File: config.mk
export PLATFORM = sky130hd
export DESIGN_NAME = mips_multicycle_core
export DESIGN_NICKNAME = d
export VERILOG_FILES = /design/src/rtl/mips_pkg.sv /design/src/rtl/mips_regfile.sv /design/src/rtl/mips_multicycle_core.sv
export SDC_FILE = /design/constraint.sdc
export NUM_CORES = 2
export LEC_CHECK = 0
export CORE_MARGIN = 8
export CORE_UTILIZATION = 60
export DETAILED_ROUTE_END_ITERATION = 16
export PLACE_DENSITY = 0.86
export RECOVER_POWER = 25
export REMOVE_ABC_BUFFERS = 1
export SKIP_LAST_GASP = 1
export SYNTH_ARGS = -nofsm -noshare
export SYNTH_HDL_FRONTEND = slang
export SYNTH_HIERARCHICAL = 1
export SYNTH_SLANG_ARGS = --single-unit
export TNS_END_PERCENT = 1
File: constraint.sdc
create_clock -name clk -period 11.78 [get_ports clk]
set_clock_uncertainty 0.2 [all_clocks]
set_input_delay 1.178 -clock clk [delete_from_list [all_inputs] [get_ports clk]]
set_output_delay 1.178 -clock clk [all_outputs]
set_load 0.05 [all_outputs]
File: src/rtl/mips_pkg.sv
// Shared constants, enums and the ALU helper for the multicycle MIPS core.
package mips_pkg;

    localparam logic [5:0] OP_RTYPE = 6'h00;
    localparam logic [5:0] OP_J     = 6'h02;
    localparam logic [5:0] OP_BEQ   = 6'h04;
    localparam logic [5:0] OP_BNE   = 6'h05;
    localparam logic [5:0] OP_ADDI  = 6'h08;
    localparam logic [5:0] OP_LW    = 6'h23;
    localparam logic [5:0] OP_SW    = 6'h2B;

    localparam logic [5:0] FN_ADD   = 6'h20;
    localparam logic [5:0] FN_SUB   = 6'h22;
    localparam logic [5:0] FN_AND   = 6'h24;
    localparam logic [5:0] FN_OR    = 6'h25;
    localparam logic [5:0] FN_SLT   = 6'h2A;

    typedef enum logic [2:0] {
        ALU_ADD,
        ALU_SUB,
        ALU_AND,
        ALU_OR,
        ALU_SLT
    } alu_op_e;

    typedef enum logic [2:0] {
        S_FETCH,
        S_DECODE,
        S_EXEC,
        S_MEM,
        S_WB,
        S_TRAP
    } state_e;

    // Arithmetic wraps modulo 2^32; slt is a signed compare.
    function automatic logic [31:0] alu_eval(alu_op_e op, logic [31:0] a, logic [31:0] b);
        logic [31:0] res;
        case (op)
            ALU_SUB: res = a - b;
            ALU_AND: res = a & b;
            ALU_OR:  res = a | b;
            ALU_SLT: res = {31'b0, ($signed(a) < $signed(b))};
            default: res = a + b;
        endcase
        return res;
    endfunction

endpackage

File: src/rtl/mips_regfile.sv
// 32x32 register file: two combinational read ports, one write port, $0 reads as zero.
module mips_regfile (
    input  logic        clk_i,
    input  logic        rst_ni,
    input  logic [4:0]  ra1_i,
    input  logic [4:0]  ra2_i,
    output logic [31:0] rd1_o,
    output logic [31:0] rd2_o,
    input  logic        we_i,
    input  logic [4:0]  wa_i,
    input  logic [31:0] wd_i
);

    logic [31:0] regs_q [32];

    // Register array; writes to $0 are dropped so entry 0 stays zero.
    always_ff @(posedge clk_i or negedge rst_ni) begin
        if (!rst_ni) begin
            for (int i = 0; i < 32; i++) regs_q[i] <= '0;
        end else if (we_i && (wa_i != 5'd0)) begin
            regs_q[wa_i] <= wd_i;
        end
    end

    assign rd1_o = (ra1_i == 5'd0) ? 32'd0 : regs_q[ra1_i];
    assign rd2_o = (ra2_i == 5'd0) ? 32'd0 : regs_q[ra2_i];

endmodule

File: src/rtl/mips_multicycle_core.sv
// Multicycle MIPS subset core with handshaked instruction and data ports.
//
//  state    | meaning
//  ---------+----------------------------------------------------------
//  S_FETCH  | imem_req high at PC until imem_ready, latch IR
//  S_DECODE | latch rs/rt values and sign-extended immediate
//  S_EXEC   | ALU/branch/jump, PC update, illegal/misaligned detection
//  S_MEM    | dmem access held stable until dmem_ready
//  S_WB     | register write-back and retire
//  S_TRAP   | trap high, no requests, exit only via reset
module mips_multicycle_core
    import mips_pkg::*;
#(
    parameter logic [31:0] RESET_PC        = 32'h0000_0000,
    parameter bit          TRAP_ON_ILLEGAL = 1'b1
) (
    input  logic        clk,
    input  logic        reset,
    output logic        imem_req,
    output logic [31:0] imem_addr,
    input  logic        imem_ready,
    input  logic [31:0] imem_rdata,
    output logic        dmem_req,
    output logic        dmem_we,
    output logic [31:0] dmem_addr,
    output logic [31:0] dmem_wdata,
    input  logic        dmem_ready,
    input  logic [31:0] dmem_rdata,
    output logic        retire,
    output logic [31:0] retire_pc,
    output logic        trap
);

    state_e      state_q, state_d;
    logic [31:0] pc_q, pc_d, ipc_q, ipc_d, ir_q, ir_d;
    logic [31:0] a_q, a_d, b_q, b_d, imm_q, imm_d, alu_q, alu_d, mdr_q, mdr_d;
    logic        run_q;

    logic [31:0] rf_rd1, rf_rd2, alu_res, pc_plus4, br_target, j_target;
    logic        rf_we, legal, misaligned, take_br;
    alu_op_e     alu_op;

    logic [5:0] opcode, funct;
    logic       is_r, is_j, is_beq, is_bne, is_lw, is_sw;

    assign opcode = ir_q[31:26];
    assign funct  = ir_q[5:0];
    assign is_r   = (opcode == OP_RTYPE);
    assign is_j   = (opcode == OP_J);
    assign is_beq = (opcode == OP_BEQ);
    assign is_bne = (opcode == OP_BNE);
    assign is_lw  = (opcode == OP_LW);
    assign is_sw  = (opcode == OP_SW);

    mips_regfile u_regfile (
        .clk_i  (clk),
        .rst_ni (reset),
        .ra1_i  (ir_q[25:21]),
        .ra2_i  (ir_q[20:16]),
        .rd1_o  (rf_rd1),
        .rd2_o  (rf_rd2),
        .we_i   (rf_we),
        .wa_i   (is_r ? ir_q[15:11] : ir_q[20:16]),
        .wd_i   (is_lw ? mdr_q : alu_q)
    );

    // Opcode/funct decode into ALU operation and legality.
    always_comb begin
        alu_op = ALU_ADD;
        legal  = 1'b1;
        case (opcode)
            OP_RTYPE: begin
                case (funct)
                    FN_ADD:  alu_op = ALU_ADD;
                    FN_SUB:  alu_op = ALU_SUB;
                    FN_AND:  alu_op = ALU_AND;
                    FN_OR:   alu_op = ALU_OR;
                    FN_SLT:  alu_op = ALU_SLT;
                    default: legal  = 1'b0;
                endcase
            end
            OP_J, OP_BEQ, OP_BNE, OP_ADDI, OP_LW, OP_SW: legal = 1'b1;
            default: legal = 1'b0;
        endcase
    end

    assign alu_res    = alu_eval(alu_op, a_q, is_r ? b_q : imm_q);
    assign misaligned = (is_lw || is_sw) && (alu_res[1:0] != 2'b00);
    assign pc_plus4   = pc_q + 32'd4;
    assign br_target  = pc_plus4 + {imm_q[29:0], 2'b00};
    assign j_target   = {pc_plus4[31:28], ir_q[25:0], 2'b00};
    assign take_br    = (is_beq && (a_q == b_q)) || (is_bne && (a_q != b_q));

    // Next-state, datapath latching and retire generation.
    always_comb begin
        state_d = state_q;
        pc_d    = pc_q;
        ipc_d   = ipc_q;
        ir_d    = ir_q;
        a_d     = a_q;
        b_d     = b_q;
        imm_d   = imm_q;
        alu_d   = alu_q;
        mdr_d   = mdr_q;
        retire  = 1'b0;
        rf_we   = 1'b0;
        case (state_q)
            S_FETCH: begin
                if (run_q && imem_ready) begin
                    ir_d    = imem_rdata;
                    ipc_d   = pc_q;
                    state_d = S_DECODE;
                end
            end
            S_DECODE: begin
                a_d     = rf_rd1;
                b_d     = rf_rd2;
                imm_d   = {{16{ir_q[15]}}, ir_q[15:0]};
                state_d = S_EXEC;
            end
            S_EXEC: begin
                if (!legal || misaligned) begin
                    if (TRAP_ON_ILLEGAL) begin
                        state_d = S_TRAP;
                    end else begin
                        pc_d    = pc_plus4;
                        retire  = 1'b1;
                        state_d = S_FETCH;
                    end
                end else begin
                    pc_d  = pc_plus4;
                    alu_d = alu_res;
                    if (is_j) begin
                        pc_d    = j_target;
                        retire  = 1'b1;
                        state_d = S_FETCH;
                    end else if (is_beq || is_bne) begin
                        if (take_br) pc_d = br_target;
                        retire  = 1'b1;
                        state_d = S_FETCH;
                    end else if (is_lw || is_sw) begin
                        state_d = S_MEM;
                    end else begin
                        state_d = S_WB;
                    end
                end
            end
            S_MEM: begin
                if (dmem_ready) begin
                    if (is_sw) begin
                        retire  = 1'b1;
                        state_d = S_FETCH;
                    end else begin
                        mdr_d   = dmem_rdata;
                        state_d = S_WB;
                    end
                end
            end
            S_WB: begin
                rf_we   = 1'b1;
                retire  = 1'b1;
                state_d = S_FETCH;
            end
            S_TRAP:  state_d = S_TRAP;
            default: state_d = S_FETCH;
        endcase
    end

    // State and datapath registers; run_q delays the first fetch by one edge after reset.
    always_ff @(posedge clk or negedge reset) begin
        if (!reset) begin
            state_q <= S_FETCH;
            pc_q    <= RESET_PC;
            ipc_q   <= RESET_PC;
            ir_q    <= '0;
            a_q     <= '0;
            b_q     <= '0;
            imm_q   <= '0;
            alu_q   <= '0;
            mdr_q   <= '0;
            run_q   <= 1'b0;
        end else begin
            state_q <= state_d;
            pc_q    <= pc_d;
            ipc_q   <= ipc_d;
            ir_q    <= ir_d;
            a_q     <= a_d;
            b_q     <= b_d;
            imm_q   <= imm_d;
            alu_q   <= alu_d;
            mdr_q   <= mdr_d;
            run_q   <= 1'b1;
        end
    end

    assign imem_req   = (state_q == S_FETCH) && run_q;
    assign imem_addr  = pc_q;
    assign dmem_req   = (state_q == S_MEM);
    assign dmem_we    = dmem_req && is_sw;
    assign dmem_addr  = alu_q;
    assign dmem_wdata = b_q;
    assign retire_pc  = ipc_q;
    assign trap       = (state_q == S_TRAP);

endmodule

# After elaboration in Yosys (flattened, before gate mapping)
# Cells that the tools add are included.
# Widths: inputs -> output; s select.
[op_classes]
n_reduce_logical = 25
n_addsub = 4
magnitude_cmp = 5
n_mux = 37
bitwise = 7
n_eq_ne = 24
[op_table]
columns = ["cell", "n"]
rows = [
  ["$bwmux 1024", 1],
  ["$mux 32", 12],
  ["$bmux 32 s5", 2],
  ["$demux 32 s5", 1],
  ["$pmux 32 s4", 1],
  ["$add 32x32->32", 2],
  ["$eq 6x6->1 const B", 7],
  ["$add 32x3->32 const B", 1],
  ["$and 32x32->32", 1],
  ["$eq 32x32->1", 1],
  ["$lt 32x32->1", 1],
  ["$ne 32x32->1", 1],
  ["$or 32x32->32", 1],
  ["$sub 32x32->32", 1],
  ["$mux 3", 8],
  ["$ge 6x6->1 const B", 3],
  ["$not 5->6", 3],
  ["$pmux 3 s5", 1],
  ["$eq 3x2->1 const B", 4],
  ["$eq 6x3->1 const B", 2],
  ["$pmux 3 s4", 1],
  ["$logic_not 5->1", 2],
  ["$eq 3x3->1 const B", 3],
  ["$logic_and 1x1->1", 8],
  ["21 further kinds", 34],
]
[word_totals]
out_inout_bits = 133
regBits = 1268
wordCells = 144
input_bits = 68

# Logic depth before layout (Yosys ltp)
[depth]
ltp_word = 10
ltp_mapped = 19
depth_no_buf = 16

# Hierarchy
# The synthesis kept the hierarchy.
[modules_own_cells]
columns = ["mod", "seq_area_each_um2", "area_each_um2", "n_inst", "cells_per_inst"]
rows = [
  ["mips_regfile", 25624.6, 54367.1, 1, 3624],
  ["mips_multicycle_core", 6005.8, 17511.8, 1, 1942],
]

# Least setup slack after synthesis
# No wires, ideal clock.
[synth_path]
kind = "register to output"
startpoint = "register ir_q[30]"
endpoint = "output port retire"
path_buffers = 3
setup_slack_ps = 6487
arrival_time_ps = 3915
t_required_ps = 10402
path_stages_with_launch = 17
path_cell_list = "dfrtp_1 > nor4_4 > and2_1 > clkbuf_1 > clkbuf_1 > nand2_1 > nand2_1 > ha_1 > fa_1 > nand2_1 > o21ai_1 > a211oi_2 > a21oi_1 > or4_1 > buf_4 > nor2_1 > or3_1"
[synth_via]
elab_chain_cells = 9
word_cells_on_any_way = 33
cone_classes = "add/sub: 2; order compare: 1; eq/ne: 10; mux: 10; bitwise: 2; reduce/logical: 8"
[synth_rtl]
columns = ["item", "line_no", "source"]
rows = [
  ["start: declaration", "mips_multicycle_core.sv:35", "logic [31:0] pc_q, pc_d, ipc_q, ipc_d, ir_q, ir_d;"],
  ["start signal: assignment", "mips_multicycle_core.sv:186", "ir_q <= ir_d;"],
  ["$logic_not 6->1", "mips_multicycle_core.sv:48, mips_multicycle_core.sv:71", ""],
  ["$mux 32 / $mux 3 (equally long branches)", "mips_multicycle_core.sv:87, mips_multicycle_core.sv:71", ""],
  ["$add 32x32->32 (tied with other cells)", "mips_pkg.sv:43", "default: res = a + b;"],
  ["$pmux 32 s4", "mips_pkg.sv:38", "case (op)"],
  ["$reduce_bool 2->1", "mips_multicycle_core.sv:88", "assign misaligned = (is_lw || is_sw) && (alu_res[1:0] != 2'b00);"],
  ["$logic_and 1x1->1", "mips_multicycle_core.sv:88", ""],
  ["$logic_or 1x1->1", "mips_multicycle_core.sv:122", "if (!legal || misaligned) begin"],
  ["$mux 1", "mips_multicycle_core.sv:122", ""],
  ["$pmux 1 s3 *", "mips_multicycle_core.sv:107", "case (state_q)"],
  ["end: declaration", "mips_multicycle_core.sv:29", "output logic retire,"],
]
# Every way passes the cells marked *; elsewhere a longest branch is shown, timed or not.

# Final worst setup path
# Same ends and word-level chain as after synthesis.

==> results.json <==
{
  "yosysTopAreaCell": "dfrtp_1",
  "finalMaxSlewViolations": 691,
  "cts_tree": "yes",
  "syn_inst": 5566,
  "synth_top_area_frac": 0.440,
  "drive_gt1_frac": 0.364,
  "path_cells": "nor4_1, nand2_1, nand2_1, nand2_1, ha_1, fa_1, nand2_1, o21ai_1, a211oi_2, a21oi_1, or4_4, nor2_1, or3_1, clkdlybuf4s50_1",
  "yosysWarnings": 6,
  "final_hold_viol_count": 0,
  "arrival_ps": 6610,
  "muxShareOfSynthArea": 0.352,
  "crit_top_cell": "nand2_1",
  "antenna_found_initial": 9,
  "cp.required_ps": 10400,
  "cts_hold_buf": 0,
  "syn_to_final_growth_pct": 10.3,
  "synth_fa_ha_area_frac": 0.0228,
  "yosys.area_share.simple": 0.0497,
  "cp_slowest_stage_delay_ps": 930,
  "maxCapViolations": 12,
  "ys_async_sr_fraction": 1.00,
  "fmax_ghz": 0.125,
  "dp_hpwl_mm": 147,
  "synthFlopType": "dfrtp_1",
  "yosysSeqAreaShare": 0.440,
  "grt_pass1_wl_mm": 354,
  "ant_nets": 0,
  "htree_levels": 4,
  "leakage_nw": 36.0,
  "viasPerCell": 7.40,
  "outcome": "finished, violations left",
  "layout_commonest_cell": "dfrtp_1",
  "violations": "capacitance limit, slew limit",
  "synth_top_family_by_area": "multiplexers",
  "vias": 53300,
  "swShare": 0.437,
  "p_comb_frac": 0.472,
  "std_cell_rows": 127,
  "clockRootBuffer": "clkbuf_16",
  "min_period_ps": 7980,
  "clockBufferDepth": 3,
  "layout_common_cells": "dfrtp_1 (1,254), mux2_2 (1,171), mux4_2 (448)",
  "clock_latency_ps": 770,
  "grt_util_all_layers": 0.360,
  "post_cts_buffers": 0,
  "cts_made_buffers": 135,
  "avgSynthCellArea_sq_um": 12.9,
  "cts.clk_slew.worst_paths_ps": 70,
  "wl_per_cell_microns": 33.5,
  "p_per_area_mw_per_mm2": 276,
  "synth-compound-area-share": 0.0859,
  "start_util": 0.602,
  "ir_worst_vdd_mv": 0.270,
  "post-route-util": 0.664,
  "final.period_utilization": 0.678,
  "power_frac_seq": 0.323,
  "slowest_stage": "nor4_1",
  "final.fill_count": 8136,
  "pin_count": 201,
  "fin_nets": 5673,
  "port_buffers": 196,
  "intPower_w": 0.0123,
  "start_kind": "flip-flop",
  "clkSinkCount": 1264,
  "die_w_microns": 362,
  "ys_seq_elements": 1264,
  "netlist_area_sq_mm": 0.0719,
  "drt-pass1-iter-count": 8,
  "gp_congestion": 1.02,
  "crit_fanout": 72,
  "grt_max_degree": 163,
  "tightest_slew_ps": 4030,
  "wirelength_mm": 241,
  "slew_headroom": -1.69,
  "worstSetupPathType": "flip-flop to output port",
  "synthTopCellsByArea": "dfrtp_1 (44%), mux2_2 (18%), mux4_2 (14%)",
  "drc": 0,
  "die_h_microns": 362,
  "first_iter_violations": 7689,
  "cp-end-kind": "output port",
  "setup_viol": 0,
  "synth_edf_count": 0,
  "rsz0062_at_grt": "false",
  "fin_tns_setup_ps": 0,
  "ys_types": 93,
  "cts_resized": 0,
  "min-delay-path-class": "flip-flop to flip-flop",
  "core-area_sq_mm": 0.119,
  "synth_xor_area_frac": 0.0107,
  "switching_power_w": 0.00955,
  "grt_pass1_vias": 54000,
  "p_clk_frac": 0.204,
  "gr-total-overflow": 0,
  "finalPower_w": 0.0219,
  "die_area_sq_mm": 0.131
}
## power groups by stage
stage                     clock, W  sequential, W  combinational [W]
after floorplan                  0        0.00757            0.00626
after global placement           0        0.00690            0.00973
after detailed placement         0        0.00703            0.00994
after CTS                  0.00450        0.00698             0.0100
after global routing       0.00466        0.00718             0.0107
final                      0.00447        0.00707             0.0103
## flip-flops by register name (all words and copies together) (netlist names), 16 cells and up
name / cells
u_regfile/regs_q: 1024
a_q: 32
dmem_addr: 32
dmem_wdata: 32
ir_q: 32
mdr_q: 32
imem_addr: 30
retire_pc: 30
imm_q: 16
## stage by stage
step                hold WS [ps]  cell area (sq um)  worst slack [ps]  std cells
floorplan                    165              69500              54.1       5032
global placement             177              74700              5300       6951
detailed placement           182              74700              5260       6951
CTS                          197              79300              4420       7196
global route                 203              79200              3090       7199
finish                       194              79300              3800       7207
## routing by layer
metal	up-vias	GRT usage	part of all wire
met2	4088	0.516	0.43
met1	27200	0.465	0.36
met5	-	0	0.00015
met4	6	0.235	0.078
met3	1109	0.125	0.13
li1	20900	-	-
## critical path, delay by kind of cell, from the launching register on
| family | cells | cell delay (ps) |
|---|---|---|
| flops | 1 | 440 |
| compound gates | 3 | 480 |
| buf+inv | 1 | 810 |
| simple gates | 8 | 3370 |
| fa+ha+maj | 2 | 710 |
## cell usage after synthesis (72+ instances only)
library cell / number
dfrtp_1: 1264
mux2_2: 1173
mux4_2: 448
clkbuf_1: 306
nand2_1: 255
o21ai_0: 223
buf_2: 172
nor2_1: 163
mux2i_1: 134
ha_1: 126
inv_1: 111
a21oi_1: 103
nor2b_1: 89
a211oi_1: 80
a311oi_1: 76
a22oi_1: 72
## path summary, 6_finish.rpt
| check | from | endpoint | slack (ps) | cells past startpoint |
|---|---|---|---|---|
| min in group asynchronous | reset | u_regfile/regs_q[970] | 230 | 1 |
| min reg2reg | u_regfile/regs_q[1005] | u_regfile/regs_q[1005] | 190 | 0 |
| max reg2reg | ir_q[30] | state_q[2] | 5110 | 15 |
| min | u_regfile/regs_q[1005] | u_regfile/regs_q[1005] | 190 | 0 |
| max in group asynchronous | reset | u_regfile/regs_q[781] | 4300 | 3 |
| max | ir_q[30] | retire | 3800 | 14 |
## cell type report
class,instances,area (sq um),share of cell area
Tap cell,1612,2020,0.0254
Sequential cell,1264,31700,0.399
Inverter,112,423,0.00534
Multi-Input combinational cell,3656,37700,0.475
Antenna cell,11,27.5,0.000347
Timing Repair Buffer,307,2800,0.0353
Clock buffer,201,4040,0.0510
Clock inverter,44,614,0.00775
## cells by family after synthesis
family                     Yosys count
AOI/OAI and AO/OA                  885
xor gates and xnor gates            88
adders and majority gates          129
buffers and inverters              649
DFF                               1264
muxes                             1811
other                                2
and+or+nand+nor                    738
Note: power is estimated with default switching activity, not from simulation.
